### src/rtl/counter_sched_pkg.sv
// Shared types and helpers for the round-robin counter scheduler.
// Holds the state encoding, default sizes and the one-hot decode helper.
package counter_sched_pkg;

  localparam int N_REQ_DEF = 4;
  localparam int CNT_W_DEF = 8;
  localparam int ONEHOT_W  = 16;

  typedef enum logic [1:0] {
    IDLE  = 2'd0,
    COUNT = 2'd1,
    DONE  = 2'd2
  } state_t;

  // Wide enough for the largest supported requester count; callers slice it down.
  function automatic logic [ONEHOT_W-1:0] onehot(input int idx);
    return ONEHOT_W'(1) << idx;
  endfunction

endpackage

### src/rtl/counter_sched_rr_rr_arbiter.sv
// Combinational round-robin pick: first set request at or after ptr, wrapping.
// The pointer register itself lives in the scheduler top.
module rr_arbiter #(
  parameter  int N_REQ = 4,
  localparam int IDX_W = (N_REQ > 1) ? $clog2(N_REQ) : 1
) (
  input  logic [N_REQ-1:0] req,
  input  logic [IDX_W-1:0] ptr,
  output logic [IDX_W-1:0] winner,
  output logic             valid
);

  logic [2*N_REQ-1:0] rot;
  int                 pos;

  assign rot = {req, req} >> ptr;

  // Scan from the far end so the closest set bit to ptr is written last and wins.
  always_comb begin
    winner = '0;
    valid  = 1'b0;
    pos    = 0;
    for (int i = N_REQ - 1; i >= 0; i--) begin
      if (rot[i]) begin
        pos = int'(ptr) + i;
        if (pos >= N_REQ) pos = pos - N_REQ;
        winner = IDX_W'(pos);
        valid  = 1'b1;
      end
    end
  end

endmodule

### src/rtl/counter_sched_rr.sv
// Round-robin scheduler sharing one up-counter among N_REQ requesters.
// The winner is counted 0..len, then receives a one-cycle done pulse.
module counter_sched_rr
  import counter_sched_pkg::*;
#(
  parameter  int N_REQ = N_REQ_DEF,
  parameter  int CNT_W = CNT_W_DEF,
  localparam int IDX_W = (N_REQ > 1) ? $clog2(N_REQ) : 1
) (
  input  logic                   clk,
  input  logic                   rst,
  input  logic [N_REQ-1:0]       req,
  input  logic [N_REQ*CNT_W-1:0] len,
  output logic [N_REQ-1:0]       gnt,
  output logic [N_REQ-1:0]       done,
  output logic                   busy,
  output logic [CNT_W-1:0]       cnt
);

  state_t             state_q, state_n;
  logic [N_REQ-1:0]   gnt_q, gnt_n;
  logic [N_REQ-1:0]   done_q, done_n;
  logic [CNT_W-1:0]   cnt_q, cnt_n;
  logic [CNT_W-1:0]   target_q, target_n;
  logic [IDX_W-1:0]   ptr_q, ptr_n;
  logic [IDX_W-1:0]   cur_q, cur_n;
  logic [IDX_W-1:0]   win;
  logic               win_valid;
  logic [IDX_W-1:0]   ptr_after_cur;
  logic [ONEHOT_W-1:0] win_oh, cur_oh;
  logic [CNT_W-1:0]   len_arr [N_REQ];

  for (genvar g = 0; g < N_REQ; g++) begin : g_len
    assign len_arr[g] = len[g*CNT_W +: CNT_W];
  end

  rr_arbiter #(.N_REQ(N_REQ)) u_arb (
    .req    (req),
    .ptr    (ptr_q),
    .winner (win),
    .valid  (win_valid)
  );

  assign win_oh        = onehot(int'(win));
  assign cur_oh        = onehot(int'(cur_q));
  assign ptr_after_cur = (cur_q == IDX_W'(N_REQ - 1)) ? '0 : cur_q + 1'b1;

  always_comb begin
    state_n  = state_q;
    gnt_n    = gnt_q;
    done_n   = '0;
    cnt_n    = cnt_q;
    target_n = target_q;
    ptr_n    = ptr_q;
    cur_n    = cur_q;
    case (state_q)
      IDLE: begin
        if (win_valid) begin
          state_n  = COUNT;
          gnt_n    = win_oh[N_REQ-1:0];
          cnt_n    = '0;
          target_n = len_arr[win];
          cur_n    = win;
        end
      end
      COUNT: begin
        if (!req[cur_q]) begin
          // Aborted job: release the timer without a completion pulse.
          state_n = IDLE;
          gnt_n   = '0;
          cnt_n   = '0;
          ptr_n   = ptr_after_cur;
        end else if (cnt_q == target_q) begin
          state_n = DONE;
          gnt_n   = '0;
          done_n  = cur_oh[N_REQ-1:0];
          ptr_n   = ptr_after_cur;
        end else begin
          cnt_n = cnt_q + 1'b1;
        end
      end
      DONE: begin
        state_n = IDLE;
        cnt_n   = '0;
      end
      default: begin
        state_n = IDLE;
        gnt_n   = '0;
        cnt_n   = '0;
      end
    endcase
  end

  always_ff @(posedge clk) begin
    if (rst) begin
      state_q  <= IDLE;
      gnt_q    <= '0;
      done_q   <= '0;
      cnt_q    <= '0;
      target_q <= '0;
      ptr_q    <= '0;
      cur_q    <= '0;
    end else begin
      state_q  <= state_n;
      gnt_q    <= gnt_n;
      done_q   <= done_n;
      cnt_q    <= cnt_n;
      target_q <= target_n;
      ptr_q    <= ptr_n;
      cur_q    <= cur_n;
    end
  end

  assign gnt  = gnt_q;
  assign done = done_q;
  assign cnt  = cnt_q;
  assign busy = (state_q != IDLE);

endmodule

### config.mk
export PLATFORM = sky130hd
export DESIGN_NAME = counter_sched_rr
export DESIGN_NICKNAME = d
export VERILOG_FILES = /design/src/rtl/counter_sched_pkg.sv /design/src/rtl/counter_sched_rr_rr_arbiter.sv /design/src/rtl/counter_sched_rr.sv
export SDC_FILE = /design/constraint.sdc
export NUM_CORES = 1
export LEC_CHECK = 0
export ABC_AREA = 0
export CELL_PAD_IN_SITES_DETAIL_PLACEMENT = 0
export CELL_PAD_IN_SITES_GLOBAL_PLACEMENT = 1
export CORE_ASPECT_RATIO = 0.75
export CORE_MARGIN = 2
export CORE_UTILIZATION = 30
export DETAILED_ROUTE_END_ITERATION = 8
export GPL_TIMING_DRIVEN = 0
export PLACE_DENSITY = 0.82
export SETUP_SLACK_MARGIN = 0.2
export SLEW_MARGIN = 20
export SYNTH_ARGS = -nofsm -noshare
export SYNTH_HDL_FRONTEND = slang
export SYNTH_HIERARCHICAL = 1
export SYNTH_SLANG_ARGS = --single-unit
### constraint.sdc
create_clock -name clk -period 2.6 [get_ports clk]
set_clock_uncertainty 0.15 [all_clocks]
set_input_delay 0.52 -clock clk [delete_from_list [all_inputs] [get_ports clk]]
set_output_delay 0.52 -clock clk [all_outputs]
set_load 0.03 [all_outputs]
==> results by group <==
Place
  – Routability cong.: 0.779
  – Post-DP HPWL: 3.38 mm
  – DP Area: 2310 sq um
  – IO buf count: 54

Worst setup path
  – CP Launch Type: primary input
  – Cells along the critical path: dlygate4sd2_1 > a221o_1 > a21oi_4 > bufbuf_16 > mux4_2 > nand2_1 > a21oi_1
  – Max incr delay on CP: 0.48 ns
  – CP Data Arrival Time: 2.30 ns
  – R2r setup slk: 0.37 ns
  – Setup CP Type: in -> reg
  – Slowest CP cell: mux4_2
  – Critical Path RT: 2.59 ns
  – Start of the worst register-to-register path: cur_q[0]
  – Crit-path leading delay family: compound AO/OA/AOI/OAI gates
  – Crit. End Element: flip-flop
  – Worst reg2reg path endpoint: cnt[2]
  – Critical-path maximum fanout: 5
  – R2R cell count: 5
  – CP bufs+invs: 2

Synth
  – Post-synth ARST share: 0%
  – Net count after synthesis: 228
  – Synthesized area per cell: 8.93 sq um
  – Register bit total from synthesis: 30
  – Post-Synthesis Cells: 188
  – Synth top area share: 35.8%
  – Top post-synthesis cells by area: dfxtp_1 (36%), mux4_2 (12%), nand2_1 (6.7%), a21oi_1 (6.0%), xnor2_1 (4.2%)
  – Main synth FF type: dfxtp_1
  – Leading area contributor after synthesis: dfxtp_1
  – Syn. warnings: 6
  – Post-synth EDFFs: 0
  – Synthesized area: 1680 sq um
  – Seq/Total Area, Yosys: 35.8%
  – Count of cell types in the netlist: 46

Die
  – Core area: 5380 sq um
  – Row count: 23
  – Top Ports: 55
  – Die height: 68.8 um
  – Die Wd: 90.4 um
  – Die area: 6220 sq um
  – Initial Util: 31.2%

Hold path
  – Hold Path Sink: target_q[7]
  – Hold path depth: 2
  – Min-delay worst type: reg -> reg
  – Hold Startpoint: target_q[7]

Global route
  – Met3 Usage GRT: 5.22%
  – Grt total ovfl: 0
  – First-pass GRT wire length: 7.22 mm
  – Met2 usage: 23.1%
  – Busiest layer in global routing: met2
  – Number of global-route vias before repair: 1,511
  – Total GRT Usage: 14.9%
  – Largest net degree at the start of global routing: 11
  – Met1 GRT Util: 20.1%
  – Initial antenna violation count: 0

Power
  – VDD IR-drop max: 0.264 mV
  – Pwr dens: 530 nW/um^2
  – Leak Pwr: 0.910 nW

Clocking
  – Clk Tree Root Cell: clkbuf_8
  – Worst skew pair latency: 0.28 ns
  – Clock transition at path regs: 0.06 ns
  – Total CTS buffers: 5
  – H-tree level count: 2
  – CTS Buffer Depth: 2
  – CTS tree: yes
  – CTS Sinks: 30

Cells and area
  – Area Growth Syn to Fin: 47.1%
  – Final Core Density: 45.9%
  – Share of cells above drive strength 1: 13.8%
  – Final nets: 292
  – Finished layout cell area: 2470 sq um
  – Area taken by multi-input logic gates: 1020 sq um
  – Register area: 602 sq um
  – Fill cells: 533
  – Ant diodes: 0

STA
  – Setup violations, final: 0
  – Final min period: 2.31 ns
  – FMAX: 434 MHz
  – Final-report hold violation count: 0
  – Final period util: 88.7%
  – Final Max Slew Viols: 0
  – Worst slew pin tran: 0.494 ns
  – RSZ-0062 raised after global routing: false
  – Max-slew headroom: 67.0%

Drt
  – Vias per inst: 4.96
  – Drt wl/cell: 13.2 um
  – DRC errors left: 0
  – 1st-iter DRT viols: 67
  – Vias: 1,628
  – Number of detailed-route iterations in the first pass: 4
  – ANT nets after route: 0
  – Post-Route WL: 4.33 mm

Job
  – # Max-Cap Violations: 0

Status
  – Status: completed
-- cell type report --
| type | instances | share of cell area, % |
|---|---|---|
| inverters | 11 | 1.67 |
| plain buffers | 7 | 1.87 |
| well taps | 75 | 3.80 |
| multi-input cells | 140 | 41.1 |
| clock buffers | 7 | 3.50 |
| clock inverters | 1 | 0.203 |
| repair buffers | 57 | 23.5 |
| flip-flops and latches | 30 | 24.4 |
-- how the worst max path moves through the flow --
stage	start	endpoint	slack, ns	depth (start not counted)
2_1_floorplan	req[1]	target_q[0]	0.24	7
3_3_place_gp	req[1]	target_q[2]	-0.55	8
3_5_place_dp	req[1]	target_q[2]	-0.57	8
4_1_cts	req[1]	target_q[3]	0.28	8
5_1_grt	req[3]	cnt[7]	0.21	8
6_report	req[0]	target_q[3]	0.29	7
-- sequential cells by signal (all words and copies together) (netlist names) --
name / count
cur_q: 2
cnt: 8
ptr_q: 2
gnt: 4
state_q: 2
target_q: 8
done: 4
-- metrics by stage --
stage	power [mW]	TNS, ns	hold slack (ns)	setup WS [ns]	cells
after detailed placement	0.900	-4.83	0.311	-0.573	317
final	1.31	0	0.317	0.295	328
after global routing	1.38	0	0.332	0.210	328
after CTS	1.32	0	0.322	0.276	328
after global placement	0.892	-4.43	0.300	-0.550	317
after floorplan	0.764	0	0.299	0.244	188
-- kinds of logic (layout without fill, tap and decap cells) --
logic type / Yosys count / after routing / share of synthesized area [%]
and+or+nand+nor: 72 / 72 / 22.3
AOI/OAI and AO/OA: 47 / 47 / 18.6
DFF: 30 / 30 / 35.8
buffers and inverters: 18 / 83 / 4.47
muxes: 11 / 11 / 13.3
xor gates and xnor gates: 8 / 8 / 4.17
adders and majority gates: 2 / 2 / 1.49
-- power breakdown --
part	switching [mW]	internal, mW
combinational	0.180	0.208
sequential	0.0357	0.494
clock	0.176	0.213
total	0.392	0.916
-- cell usage after synthesis (2+ instances only) --
cell / instances
nor2_1: 8
nand2b_1: 4
xnor2_1: 8
clkbuf_1: 4
a21boi_1: 2
a32o_1: 2
nor3_1: 4
nor3b_1: 2
nand3_1: 6
or4b_1: 2
buf_1: 2
inv_1: 11
nand4_1: 3
mux2i_1: 2
o21ai_0: 7
nand2_1: 30
ha_1: 2
a21oi_1: 20
a22o_1: 2
or3_1: 2
dfxtp_1: 30
mux4_2: 9
o211ai_1: 2
and4_2: 2
-- tightest hold or removal path, stage by stage (launching register included) --
cell and delay (ns):
dfxtp_1 0.31, nand2_1 0.05, a21oi_1 0.05
-- placed cells by master (no fill, tap or decap), drive strengths merged, types with 2 or more instances in the layout --
cell type / count
ha: 2
o211ai: 2
mux4: 9
and4: 3
a21oi: 20
inv: 11
nor3: 4
a22o: 2
nand2b: 4
nand2: 30
clkdlybuf4s50: 50
a21boi: 3
a32o: 2
or3: 2
xnor2: 8
dlygate4sd2: 3
nand4: 3
clkbuf: 12
and2: 3
buf: 5
nor2: 8
o21ai: 8
nand3: 6
nor3b: 2
dfxtp: 30
mux2i: 2
or4b: 2
-- per-layer routing --
| metal | wire [um] | vias up |
|---|---|---|
| met5 | 0 | - |
| met4 | 12 | 0 |
| met3 | 384 | 2 |
| met2 | 1810 | 67 |
| met1 | 2130 | 741 |
| li1 | - | 818 |
-- timing repair --
action,in CTS,in global routing
endpoints found under the hold margin,0,0
pin swaps,2,1
endpoints found under the setup margin,14,5
cloned,1,0
hold buffers,0,0
setup buffers,2,0
gates resized for setup,10,4
No activity file was read; power rests on OpenSTA's default activity.
